File: config.mk
export PLATFORM = sky130hd
export DESIGN_NAME = cart_bus_ctrl
export DESIGN_NICKNAME = d
export VERILOG_FILES = /design/src/rtl/cart_pkg.sv /design/src/rtl/cart_bus_ctrl.sv
export SDC_FILE = /design/constraint.sdc
export NUM_CORES = 1
export LEC_CHECK = 0
export CORE_UTILIZATION = 40
export CTS_BUF_LIST = sky130_fd_sc_hd__clkbuf_8
export DETAILED_ROUTE_END_ITERATION = 6
export DONT_BUFFER_PORTS = 1
export PLACE_DENSITY = 0.64
export SLEW_MARGIN = 15
export SYNTH_ARGS = -nofsm -noshare
export SYNTH_HDL_FRONTEND = slang
export SYNTH_SLANG_ARGS = --single-unit
export TNS_END_PERCENT = 1
File: constraint.sdc
create_clock -name clk -period 3.2 [get_ports clk]
set_clock_uncertainty 0.15 [all_clocks]
set_input_delay 0.64 -clock clk [delete_from_list [all_inputs] [get_ports clk]]
set_output_delay 0.64 -clock clk [all_outputs]
set_load 0.005 [all_outputs]
File: src/rtl/cart_pkg.sv
// rtl/cart_pkg.sv - shared state type and address map for the cartridge bus controller
//
// Purpose: holds the controller state enum, the cartridge address-map
// boundaries and the small decode helpers used by cart_bus_ctrl.
// Ports: none (package).

package cart_pkg;

  typedef enum logic [2:0] {
    IDLE   = 3'd0,
    BOOT   = 3'd1,
    SETUP  = 3'd2,
    STROBE = 3'd3,
    HOLD   = 3'd4
  } cart_state_e;

  localparam logic [15:0] ROM_END   = 16'h7FFF;
  localparam logic [15:0] ERAM_BASE = 16'hA000;
  localparam logic [15:0] ERAM_END  = 16'hBFFF;
  localparam logic [15:0] BOOT_END  = 16'h00FF;

  localparam logic [7:0]  OPEN_BUS  = 8'hFF;

  // External RAM window; the only region that selects the cart chip-select.
  function automatic logic is_eram(input logic [15:0] a);
    return (a >= ERAM_BASE) && (a <= ERAM_END);
  endfunction

  // Everything the cartridge answers for: ROM plus external RAM.
  function automatic logic is_cart_space(input logic [15:0] a);
    return (a <= ROM_END) || is_eram(a);
  endfunction

endpackage

File: src/rtl/cart_bus_ctrl.sv
// rtl/cart_bus_ctrl.sv - CPU-to-cartridge bus sequencer with boot ROM overlay
//
// Purpose: accepts single CPU read/write requests and either answers them
// from the boot overlay, runs a timed cartridge bus cycle
// (SETUP -> STROBE -> HOLD), or returns open-bus data for unmapped space.
//
// Ports:
//   clk, reset            system clock, asynchronous active-high reset
//   cpu_en                CPU clock enable; requests sampled only when high
//   req_rd, req_wr        CPU read / write request (exactly one must be high)
//   addr[15:0], wdata[7:0] CPU address and write data
//   rdata[7:0], busy      read result, transaction in progress
//   use_cart              high disables the boot overlay
//   boot_addr[7:0], boot_rdata[7:0]  boot ROM address out / data in
//   cart_addr[15:0], cart_dout[7:0], cart_doe, cart_din[7:0]  cart data path
//   cart_rd_n, cart_wr_n, cart_cs_n  active-low cart strobes

module cart_bus_ctrl #(
  parameter int SETUP_CYC  = 1,
  parameter int STROBE_CYC = 3
) (
  input  logic        clk,
  input  logic        reset,
  input  logic        cpu_en,
  input  logic        req_rd,
  input  logic        req_wr,
  input  logic [15:0] addr,
  input  logic [7:0]  wdata,
  output logic [7:0]  rdata,
  output logic        busy,
  input  logic        use_cart,
  output logic [7:0]  boot_addr,
  input  logic [7:0]  boot_rdata,
  output logic [15:0] cart_addr,
  output logic [7:0]  cart_dout,
  output logic        cart_doe,
  input  logic [7:0]  cart_din,
  output logic        cart_rd_n,
  output logic        cart_wr_n,
  output logic        cart_cs_n
);

  import cart_pkg::*;

  // Dwell counter is loaded with N-1 so that a zero in the dwell state means
  // "this is the last cycle of the phase".
  localparam logic [3:0] SETUP_LOAD  = 4'(SETUP_CYC - 1);
  localparam logic [3:0] STROBE_LOAD = 4'(STROBE_CYC - 1);

  cart_state_e state_q, state_d;
  logic [3:0]  cnt_q, cnt_d;
  logic        is_wr_q, is_wr_d;
  logic        is_eram_q, is_eram_d;
  logic [15:0] cart_addr_q, cart_addr_d;
  logic [7:0]  cart_dout_q, cart_dout_d;
  logic [7:0]  boot_addr_q, boot_addr_d;
  logic [7:0]  rdata_q, rdata_d;
  logic        busy_q, busy_d;
  logic        cart_rd_n_q, cart_rd_n_d;
  logic        cart_wr_n_q, cart_wr_n_d;
  logic        cart_cs_n_q, cart_cs_n_d;
  logic        cart_doe_q, cart_doe_d;

  logic        accept;
  logic        acc_boot;
  logic        acc_cart;
  logic        in_cycle_d;

  // Request decode. Boot overlay wins over ROM for reads only; writes in
  // cart space always reach the cartridge so MBC registers stay reachable.
  always_comb begin
    accept   = (state_q == IDLE) && cpu_en && (req_rd ^ req_wr);
    acc_boot = accept && req_rd && !use_cart && (addr <= BOOT_END);
    acc_cart = accept && !acc_boot && is_cart_space(addr);
  end

  always_comb begin
    state_d     = state_q;
    cnt_d       = cnt_q;
    is_wr_d     = is_wr_q;
    is_eram_d   = is_eram_q;
    cart_addr_d = cart_addr_q;
    cart_dout_d = cart_dout_q;
    boot_addr_d = boot_addr_q;
    rdata_d     = rdata_q;

    case (state_q)
      IDLE: begin
        if (acc_boot) begin
          state_d     = BOOT;
          boot_addr_d = addr[7:0];
        end else if (acc_cart) begin
          state_d     = SETUP;
          cnt_d       = SETUP_LOAD;
          cart_addr_d = addr;
          cart_dout_d = wdata;
          is_wr_d     = req_wr;
          is_eram_d   = is_eram(addr);
        end else if (accept) begin
          // Unmapped space: no bus cycle, open-bus value on the next cycle.
          rdata_d = OPEN_BUS;
        end
      end

      BOOT: begin
        rdata_d = boot_rdata;
        state_d = IDLE;
      end

      SETUP: begin
        if (cnt_q == 4'd0) begin
          state_d = STROBE;
          cnt_d   = STROBE_LOAD;
        end else begin
          cnt_d = cnt_q - 4'd1;
        end
      end

      STROBE: begin
        if (cnt_q == 4'd0) begin
          state_d = HOLD;
          // Cart data is taken on the final strobe cycle, while rd_n is low.
          if (!is_wr_q) begin
            rdata_d = cart_din;
          end
        end else begin
          cnt_d = cnt_q - 4'd1;
        end
      end

      HOLD: begin
        state_d = IDLE;
      end

      default: begin
        state_d = IDLE;
        cnt_d   = 4'd0;
      end
    endcase

    // Bus outputs are registered from the next state so the strobes come
    // straight off flops and cannot glitch on state decode.
    in_cycle_d  = (state_d == SETUP) || (state_d == STROBE) || (state_d == HOLD);
    busy_d      = (state_d != IDLE);
    cart_rd_n_d = !((state_d == STROBE) && !is_wr_d);
    cart_wr_n_d = !((state_d == STROBE) && is_wr_d);
    cart_cs_n_d = !(in_cycle_d && is_eram_d);
    cart_doe_d  = in_cycle_d && is_wr_d;
  end

  always_ff @(posedge clk or posedge reset) begin
    if (reset) begin
      state_q     <= IDLE;
      cnt_q       <= 4'd0;
      is_wr_q     <= 1'b0;
      is_eram_q   <= 1'b0;
      cart_addr_q <= 16'h0000;
      cart_dout_q <= 8'h00;
      boot_addr_q <= 8'h00;
      rdata_q     <= OPEN_BUS;
      busy_q      <= 1'b0;
      cart_rd_n_q <= 1'b1;
      cart_wr_n_q <= 1'b1;
      cart_cs_n_q <= 1'b1;
      cart_doe_q  <= 1'b0;
    end else begin
      state_q     <= state_d;
      cnt_q       <= cnt_d;
      is_wr_q     <= is_wr_d;
      is_eram_q   <= is_eram_d;
      cart_addr_q <= cart_addr_d;
      cart_dout_q <= cart_dout_d;
      boot_addr_q <= boot_addr_d;
      rdata_q     <= rdata_d;
      busy_q      <= busy_d;
      cart_rd_n_q <= cart_rd_n_d;
      cart_wr_n_q <= cart_wr_n_d;
      cart_cs_n_q <= cart_cs_n_d;
      cart_doe_q  <= cart_doe_d;
    end
  end

  assign rdata     = rdata_q;
  assign busy      = busy_q;
  assign boot_addr = boot_addr_q;
  assign cart_addr = cart_addr_q;
  assign cart_dout = cart_dout_q;
  assign cart_doe  = cart_doe_q;
  assign cart_rd_n = cart_rd_n_q;
  assign cart_wr_n = cart_wr_n_q;
  assign cart_cs_n = cart_cs_n_q;

endmodule

==> results.rst, run 1 <==
.. list-table::
   :header-rows: 1

   * - Metric
     - Value
   * - Number of sinks on the clock net
     - 54
   * - Synthesized instance count
     - 182
   * - Run status
     - completed
   * - Post-layout worst setup margin
     - between 0.8 and 0.9 ns
   * - # port buffers
     - 0
   * - Number of hold-repair buffers added at the cts stage
     - 0
   * - Crit share post-route
     - 74.5%
   * - Share of synthesized flip-flops with an asynchronous set or reset
     - 100%
   * - Worst setup EP type
     - flip-flop
   * - Antenna violations before repair
     - 0
   * - Largest net degree at the start of global routing
     - 55
   * - Worst Path Class, Setup
     - reg2reg
   * - WP data arrival
     - around 2.4 ns
   * - Share of the synthesized area in the top cell type
     - about 45%
   * - Fraction of final layout cells with drive strength greater than 1
     - a little under two fifths
   * - Final count of hold timing violations
     - 0
   * - Postcts setup bufs
     - 0
   * - Number of DRC violations after detailed routing
     - 0
   * - Switch Pwr
     - around 770 uW
   * - Main area contributors after synthesis
     - sky130_fd_sc_hd__dfrtp_1 (45%), sky130_fd_sc_hd__mux2_2 (16%), sky130_fd_sc_hd__dfstp_2 (12%)
   * - Area growth syn-to-layout
     - 6.37%
   * - Max Transition Viols Final
     - 0
   * - Leak Pwr
     - roughly 1.1 nW
   * - Number of max-cap violations
     - 0
   * - Crit path launch type
     - flip-flop
   * - Synthesized Nets
     - 230
   * - Upper clock frequency limit
     - between 400 and 500 MHz
   * - Number of warning messages in the yosys log
     - 0
   * - Final design utilization
     - around 45%
   * - Cell taking the most area after synthesis
     - sky130_fd_sc_hd__dfrtp_1
   * - Slew margin rel.
     - between 30% and 40%
   * - Placed instance count
     - between 200 and 250
   * - ANT nets after route
     - 0
   * - Total detailed-routing wirelength
     - ~4.9 mm
   * - Routability congestion estimate from global placement
     - between 0.8 and 0.9
   * - Leading register cell type out of synthesis
     - sky130_fd_sc_hd__dfrtp_1
   * - Fillers
     - between 500 and 600
   * - Number of synthesized register bits
     - 54
   * - Gr ovfl total
     - 0
   * - TritonCTS clock tree
     - done
   * - Area occupied by multi-input gates
     - approximately 960 um2
   * - Total Die Area
     - approximately 6400 um2
   * - Cell at the root of the clock tree
     - sky130_fd_sc_hd__clkbuf_8
   * - Via-per-instance ratio
     - roughly 5.5
   * - Resized cells post-CTS
     - 0
   * - Antenna fix cells
     - 0
   * - Count of unique library cells instantiated by Yosys
     - 38
   * - Initial core utilization
     - between 40% and 50%
   * - Reg clk slew, reported paths
     - approximately 0.1 ns
   * - Sequential power share
     - a little over half
   * - RSZ-0062 raised after global routing
     - no
   * - Length of the first detailed-routing pass in iterations
     - 4
   * - Most frequent cells after synthesis
     - sky130_fd_sc_hd__dfrtp_1 (43), sky130_fd_sc_hd__mux2_2 (35), sky130_fd_sc_hd__nand2_1 (14)
   * - Clock share of power
     - around 17%
   * - Seq/Total Area, Yosys
     - between 50% and 60%
   * - Actual slew at the worst max-slew pin
     - between 0.8 and 0.9 ns
   * - Aggregate negative setup slack
     - 0 ns
   * - Die H
     - roughly 80 um
   * - Post-synthesis cell area
     - 2410 um2
   * - Final cell count without fillers
     - ~260
   * - Chip width
     - approximately 80 um
   * - Count of H-tree levels built during CTS
     - 2
   * - Minimum clock period
     - 2.38 ns
   * - Floorplan row count
     - 27
   * - Internal Dissipation
     - 1.55 mW
   * - Overall via count from detail_route
     - roughly 1,400
   * - IO Count
     - 91
   * - Number of global-route vias before repair
     - between 1,500 and 2,000
   * - GRT Total Usage
     - approximately 16%
   * - Largest voltage drop on the vdd net
     - 325 uV
   * - WL per Instance
     - between 15 and 20 um
   * - Area of the core
     - 5680 um2
   * - Maximum buffer depth of the clock tree
     - 2
   * - Share of power burned in combinational logic
     - between 20 and 30%
   * - Final setup violation count
     - 0
   * - Pwr dens
     - about 900 nW/um2
   * - Later-pin clock latency in the skew report
     - roughly 0.3 ns
   * - Average cell area after synthesis
     - 13.3 um2
   * - Most common cell in the netlist
     - sky130_fd_sc_hd__dfrtp_1
   * - Worst Hold Class
     - in2async
   * - EDFF count, synth
     - 0
   * - Data required time of the critical path
     - around 3.2 ns
   * - First-pass GRT wire length
     - ~7.9 mm
   * - DP HPWL
     - 3.52 mm
   * - Sequential Area
     - ~1400 um2
   * - Worst slack at placement
     - between 0.6 and 0.7 ns
   * - Inserted Clock Buffers
     - 5
   * - Final Net Count
     - ~230
   * - Initial drt markers
     - 90
   * - Maximum fanout count along the critical path
     - 29
   * - Fraction of power spent switching nets
     - between 30% and 40%
## worst paths after layout
| check | startpoint | end | slack (ns) | depth (start not counted) |
|---|---|---|---|---|
| setup / recovery | state_q[0] | cart_dout[6] | 0.82 | 4 |
| hold / removal | reset | cart_dout[5] | 0.23 | 1 |
| setup reg to reg | state_q[0] | cart_dout[6] | 0.82 | 4 |
| hold reg to reg | is_wr_q | cart_wr_n | 0.37 | 1 |
| max in group asynchronous | reset | boot_addr[0] | 2.14 | 1 |
| min in group clk | addr[11] | cart_addr[11] | 0.33 | 1 |
## power groups by stage
stage	Combinational, mW	Sequential (mW)	Clock (mW)
after floorplan	0.577	1.17	0
after global placement	0.635	1.23	0
after detailed placement	0.692	1.25	0
after CTS	0.690	1.24	0.405
after global routing	0.764	1.27	0.426
final	0.685	1.23	0.395
## through the flow
stage,area [um2],total power [mW],hold WS (ns)
after floorplan,2410,1.75,0.278
after global placement,2470,1.87,0.353
after detailed placement,2470,1.94,0.357
after CTS,2570,2.33,0.318
after global routing,2570,2.46,0.289
final,2570,2.31,0.234
## state kept, by name, indices dropped and copies added, names as in the netlist
name,cells
is_eram_q,1
cart_rd_n,1
busy,1
cart_doe,1
cnt_q,4
cart_wr_n,1
boot_addr,8
state_q,3
is_wr_q,1
rdata,8
cart_addr,16
cart_cs_n,1
cart_dout,8
## kinds of logic (layout without fill, tap and decap cells)
group                    count (synthesis)  after routing  synth area share, %
flip-flops                              54             54                 56.5
buffers and inverters                   17             19                 3.52
XOR/XNOR                                 3              3                 1.09
AO/OA/AOI/OAI                           16             16                 4.92
adder cells (fa/ha/maj)                  2              2                 1.04
multiplexers                            50             50                 23.8
AND/OR/NAND/NOR                         40             40                 9.12
## critical path, stage by stage (launching register included)
cell and delay, ns:
sky130_fd_sc_hd__dfrtp_1 0.49, sky130_fd_sc_hd__nor3_1 0.22, sky130_fd_sc_hd__and3_1 0.24, sky130_fd_sc_hd__nand3_2 0.62
sky130_fd_sc_hd__mux2_2 0.53
## metal layers
| metal | up-vias | share of wire, % | global-route usage, % |
|---|---|---|---|
| met3 | 2 | 7.4 | 5.60 |
| met5 | - | 0 | 0 |
| met4 | 0 | 0.31 | 5.45 |
| met1 | 718 | 38 | 18.6 |
| met2 | 57 | 54 | 28.7 |
| li1 | 629 | - | - |
## layout make-up
class | count | area share [%]
flip-flops and latches | 54 | 53.1
multi-input cells | 111 | 37.6
well taps | 72 | 3.51
clock buffers | 6 | 3.21
inverters | 8 | 1.22
repair buffers | 3 | 0.877
clock inverters | 2 | 0.487
## placed cells by master (no fill, tap or decap), types with 2 or more instances in the layout
cell type                  netlist  layout
sky130_fd_sc_hd__nor2_1          3       3
sky130_fd_sc_hd__clkinv_2        0       2
sky130_fd_sc_hd__nand3_1         2       2
sky130_fd_sc_hd__dfstp_2        11      11
sky130_fd_sc_hd__inv_1           8       7
sky130_fd_sc_hd__dfrtp_1        43      43
sky130_fd_sc_hd__mux2_2         35      35
sky130_fd_sc_hd__mux2_4          6       6
sky130_fd_sc_hd__a31oi_1         3       3
sky130_fd_sc_hd__nor4_1          3       3
sky130_fd_sc_hd__o21ai_0         6       6
sky130_fd_sc_hd__mux2i_1         9       9
sky130_fd_sc_hd__ha_1            2       2
sky130_fd_sc_hd__nand2b_1        2       2
sky130_fd_sc_hd__nor2b_1         4       4
sky130_fd_sc_hd__nor3_1          2       2
sky130_fd_sc_hd__nand2_1        14      14
sky130_fd_sc_hd__xor2_1          2       2
sky130_fd_sc_hd__buf_4           0       3
sky130_fd_sc_hd__clkbuf_8        0       6
sky130_fd_sc_hd__or3_1           2       2
Note: power is estimated with default switching activity, not from simulation.
==> inputs of run 2 (changes only) <==
--- a/config.mk
+++ b/config.mk
@@ -5,6 +5,7 @@
 export SDC_FILE = /design/constraint.sdc
 export NUM_CORES = 1
 export LEC_CHECK = 0
+export ABC_AREA = 1
 export CORE_UTILIZATION = 40
 export CTS_BUF_LIST = sky130_fd_sc_hd__clkbuf_8
 export DETAILED_ROUTE_END_ITERATION = 6
==> constraint.sdc (replaced) <==
create_clock -name clk -period 2.2 [get_ports clk]
set_clock_uncertainty 0.15 [all_clocks]
set_input_delay 0.44 -clock clk [delete_from_list [all_inputs] [get_ports clk]]
set_output_delay 0.44 -clock clk [all_outputs]
set_load 0.005 [all_outputs]
==> results.rst, run 2 <==
.. list-table::
   :header-rows: 1

   * - Metric
     - Value
   * - Run status
     - completed (unchanged)
   * - Final Net Count
     - 354 (was 231)
   * - Average cell area after synthesis
     - 8.40 um2 (was 13.3 um2)
   * - ANT nets after route
     - 0 (unchanged)
   * - Floorplan row count
     - 28 (was 27)
   * - Cell depth of the worst flop-to-flop path
     - 8 (was 4)
   * - Most common library cell in the layout ignoring fill and taps
     - sky130_fd_sc_hd__nand2_1 (was sky130_fd_sc_hd__dfrtp_1)
   * - Largest voltage drop on the vdd net
     - 524 uV (was 325 uV)
   * - Later-pin clock latency in the skew report
     - 0.31 ns (was 0.30 ns)
   * - Leading register cell type out of synthesis
     - sky130_fd_sc_hd__dfrtp_1 (unchanged)
   * - Maximum fanout count along the critical path
     - 16 (was 29)
   * - Placed Instance Area
     - 2610 um2 (was 2470 um2)
   * - Area of the core
     - 5990 um2 (was 5680 um2)
   * - Synthesized instance count
     - 301 (was 182)
   * - Die H
     - 81.5 um (was 79.7 um)
   * - WL per Instance
     - 13.5 um (was 19.2 um)
   * - Main area contributors after synthesis
     - sky130_fd_sc_hd__dfrtp_1 (43%), sky130_fd_sc_hd__nand2_1 (18%), sky130_fd_sc_hd__dfstp_2 (11%) (was sky130_fd_sc_hd__dfrtp_1 (45%), sky130_fd_sc_hd__mux2_2 (16%), sky130_fd_sc_hd__dfstp_2 (12%))
   * - Area growth syn-to-layout
     - 7.92% (was 6.37%)
   * - Routability congestion estimate from global placement
     - 0.767 (was 0.813)
   * - Synthesized Nets
     - 349 (was 230)
   * - Upper clock frequency limit
     - 556 MHz (was 419 MHz)
   * - Share of synthesized flip-flops with an asynchronous set or reset
     - 100% (unchanged)
   * - Number of warning messages in the yosys log
     - 0 (unchanged)
   * - Resized cells post-CTS
     - 0 (unchanged)
   * - Final std cell area, no fill
     - 2730 um2 (was 2570 um2)
   * - Post-route total power
     - 3.68 mW (was 2.31 mW)
   * - First-pass GRT wire length
     - 8.13 mm (was 7.85 mm)
   * - Total detailed-routing wirelength
     - 5.15 mm (was 4.90 mm)
   * - Worst Hold Class
     - in2reg (was in2async)
   * - WP data arrival
     - 1.85 ns (was 2.42 ns)
   * - Postcts setup bufs
     - 0 (unchanged)
   * - Length of the first detailed-routing pass in iterations
     - 4 (unchanged)
   * - Final setup violation count
     - 0 (unchanged)
   * - Inserted Clock Buffers
     - 5 (unchanged)
   * - Number of sinks on the clock net
     - 54 (unchanged)
   * - Final count of hold timing violations
     - 0 (unchanged)
   * - Most frequent cells after synthesis
     - sky130_fd_sc_hd__nand2_1 (122), sky130_fd_sc_hd__dfrtp_1 (43), sky130_fd_sc_hd__inv_1 (27) (was sky130_fd_sc_hd__dfrtp_1 (43), sky130_fd_sc_hd__mux2_2 (35), sky130_fd_sc_hd__nand2_1 (14))
   * - Aggregate negative setup slack
     - 0 ns (unchanged)
   * - Crit path launch type
     - flip-flop (unchanged)
   * - Worst Path Class, Setup
     - reg2reg (unchanged)
   * - Number of synthesized register bits
     - 54 (unchanged)
   * - Overall via count from detail_route
     - 1,879 (was 1,406)
   * - Post-synthesis cell area
     - 2530 um2 (was 2410 um2)
   * - Crit share post-route
     - 81.8% (was 74.5%)
   * - Actual slew at the worst max-slew pin
     - 0.550 ns (was 0.899 ns)
   * - Number of max-cap violations
     - 0 (unchanged)
   * - Largest net degree at the start of global routing
     - 32 (was 55)
   * - # port buffers
     - 0 (unchanged)
   * - Share of the synthesized area in the top cell type
     - 42.6% (was 44.6%)
   * - Number of global-route vias before repair
     - 1,734 (was 1,624)
   * - Via-per-instance ratio
     - 4.92 (was 5.49)
   * - Fraction of final layout cells with drive strength greater than 1
     - 16.3% (was 37.0%)
   * - Gr ovfl total
     - 0 (unchanged)
   * - Hold depth
     - 2
   * - Data required time of the critical path
     - 2.25 ns (was 3.23 ns)
   * - Cell at the root of the clock tree
     - sky130_fd_sc_hd__clkbuf_8 (unchanged)
   * - Number of hold-repair buffers added at the cts stage
     - 1 (was 0)
   * - Maximum buffer depth of the clock tree
     - 2 (unchanged)
   * - TritonCTS clock tree
     - done (unchanged)
   * - Count of H-tree levels built during CTS
     - 2 (unchanged)
   * - IO Count
     - 91 (unchanged)
   * - Initial core utilization
     - 42.2% (was 42.5%)
   * - Pwr dens
     - 1350 nW/um2 (was 901 nW/um2)
   * - Worst setup EP type
     - flip-flop (unchanged)
   * - Slew margin rel.
     - 63.1% (was 40.0%)
   * - Antenna fix cells
     - 0 (unchanged)
   * - Reg clk slew, reported paths
     - 0.09 ns (was 0.10 ns)
   * - RSZ-0062 raised after global routing
     - no (unchanged)
   * - Seq/Total Area, Yosys
     - 54.0% (was 56.5%)
   * - Chip width
     - 81.5 um (was 79.7 um)
   * - Cell taking the most area after synthesis
     - sky130_fd_sc_hd__dfrtp_1 (unchanged)
   * - Number of flip-flops under the largest register name
     - 16 (unchanged)
   * - Most common cell in the netlist
     - sky130_fd_sc_hd__nand2_1 (was sky130_fd_sc_hd__dfrtp_1)
   * - DP HPWL
     - 3.93 mm (was 3.52 mm)
   * - Leak Pwr
     - 1.40 nW (was 1.14 nW)
   * - Max Transition Viols Final
     - 0 (unchanged)
   * - Commonest non-fill, non-tap cells in the layout
     - sky130_fd_sc_hd__nand2_1 (122), sky130_fd_sc_hd__dfrtp_1 (43), sky130_fd_sc_hd__inv_1 (27) (was sky130_fd_sc_hd__dfrtp_1 (43), sky130_fd_sc_hd__mux2_2 (35), sky130_fd_sc_hd__nand2_1 (14))
   * - Count of unique library cells instantiated by Yosys
     - 25 (was 38)
   * - Minimum clock period
     - 1.80 ns (was 2.38 ns)
   * - Antenna violations before repair
     - 0 (unchanged)
   * - Initial drt markers
     - 119 (was 90)
   * - Total Die Area
     - 6640 um2 (was 6350 um2)
   * - EDFF count, synth
     - 0 (unchanged)
   * - Number of DRC violations after detailed routing
     - 0 (unchanged)
   * - GRT Total Usage
     - 16.6% (was 16.4%)
-- run 2: changes by cell type after synthesis, sizes merged, moves of 9 or more --
cell	change
nor2	+18
nand3	+20
mux2	-41
inv	+24
o21ai	+20
mux2i	-9
nand2	+115
-- run 2: logic make-up after synthesis --
logic type | Yosys count | synth area share [%]
compound gates | 30 | 7.48
flops | 54 | 54.0
buf+inv | 39 | 6.83
fa+ha+maj | 2 | 0.990
xor+xnor | 1 | 0.347
simple gates | 175 | 30.3
-- run 2: worst paths after layout --
kind | start | to | slack, ns
hold reg to reg | rdata[3] | rdata[3] | 0.33
setup reg to reg | state_q[1] | cnt_q[3] | 0.40
setup / recovery | state_q[1] | cnt_q[3] | 0.40
max in group asynchronous | reset | cart_rd_n | 0.78
min in group asynchronous | reset | cart_addr[11] | 0.46
hold / removal | wdata[1] | cart_dout[1] | 0.09
-- run 2: per-layer routing --
metal	wire length, um	vias to the layer above	global-route usage, %
met2	2410	78	26.2
met3	448	5	6.67
li1	-	946	-
met1	2230	850	20.9
met4	59	0	4.82
met5	0	-	0
-- run 2: final cells by class --
class / count / area [um2]
Clock buffer: 5 / 68.8
Clock inverter: 3 / 41.3
Fill cell: 586 / 3260
Inverter: 33 / 124
Multi-Input combinational cell: 208 / 990
Sequential cell: 54 / 1370
Tap cell: 75 / 93.8
Timing Repair Buffer: 4 / 45.0
-- run 2: power by group --
part	internal, mW	switching [mW]	total, mW
Combinational	0.452	0.805	1.26
Sequential	1.45	0.309	1.76
Clock	0.335	0.330	0.665
Total	2.24	1.44	3.68
-- run 2: through the flow --
stage	utilization [%]	worst slack [ns]	instances	hold WS, ns
2_1_floorplan	-	0.314	301	0.302
4_1_cts	45.5	0.390	382	0.0755
3_5_place_dp	43.5	0.398	373	0.237
5_1_grt	45.5	0.121	382	0.0692
3_3_place_gp	43.5	0.413	373	0.231
6_report	45.5	0.400	382	0.0852
-- run 2: critical path: stages, from the launching register on --
cell,delay (ns)
sky130_fd_sc_hd__dfrtp_1,0.42
sky130_fd_sc_hd__nor2_2,0.16
sky130_fd_sc_hd__nand2_2,0.09
sky130_fd_sc_hd__nor2_2,0.18
sky130_fd_sc_hd__nand3_4,0.21
sky130_fd_sc_hd__nand2_1,0.22
sky130_fd_sc_hd__nand2_1,0.13
sky130_fd_sc_hd__nand2_1,0.09
sky130_fd_sc_hd__nand2_1,0.05
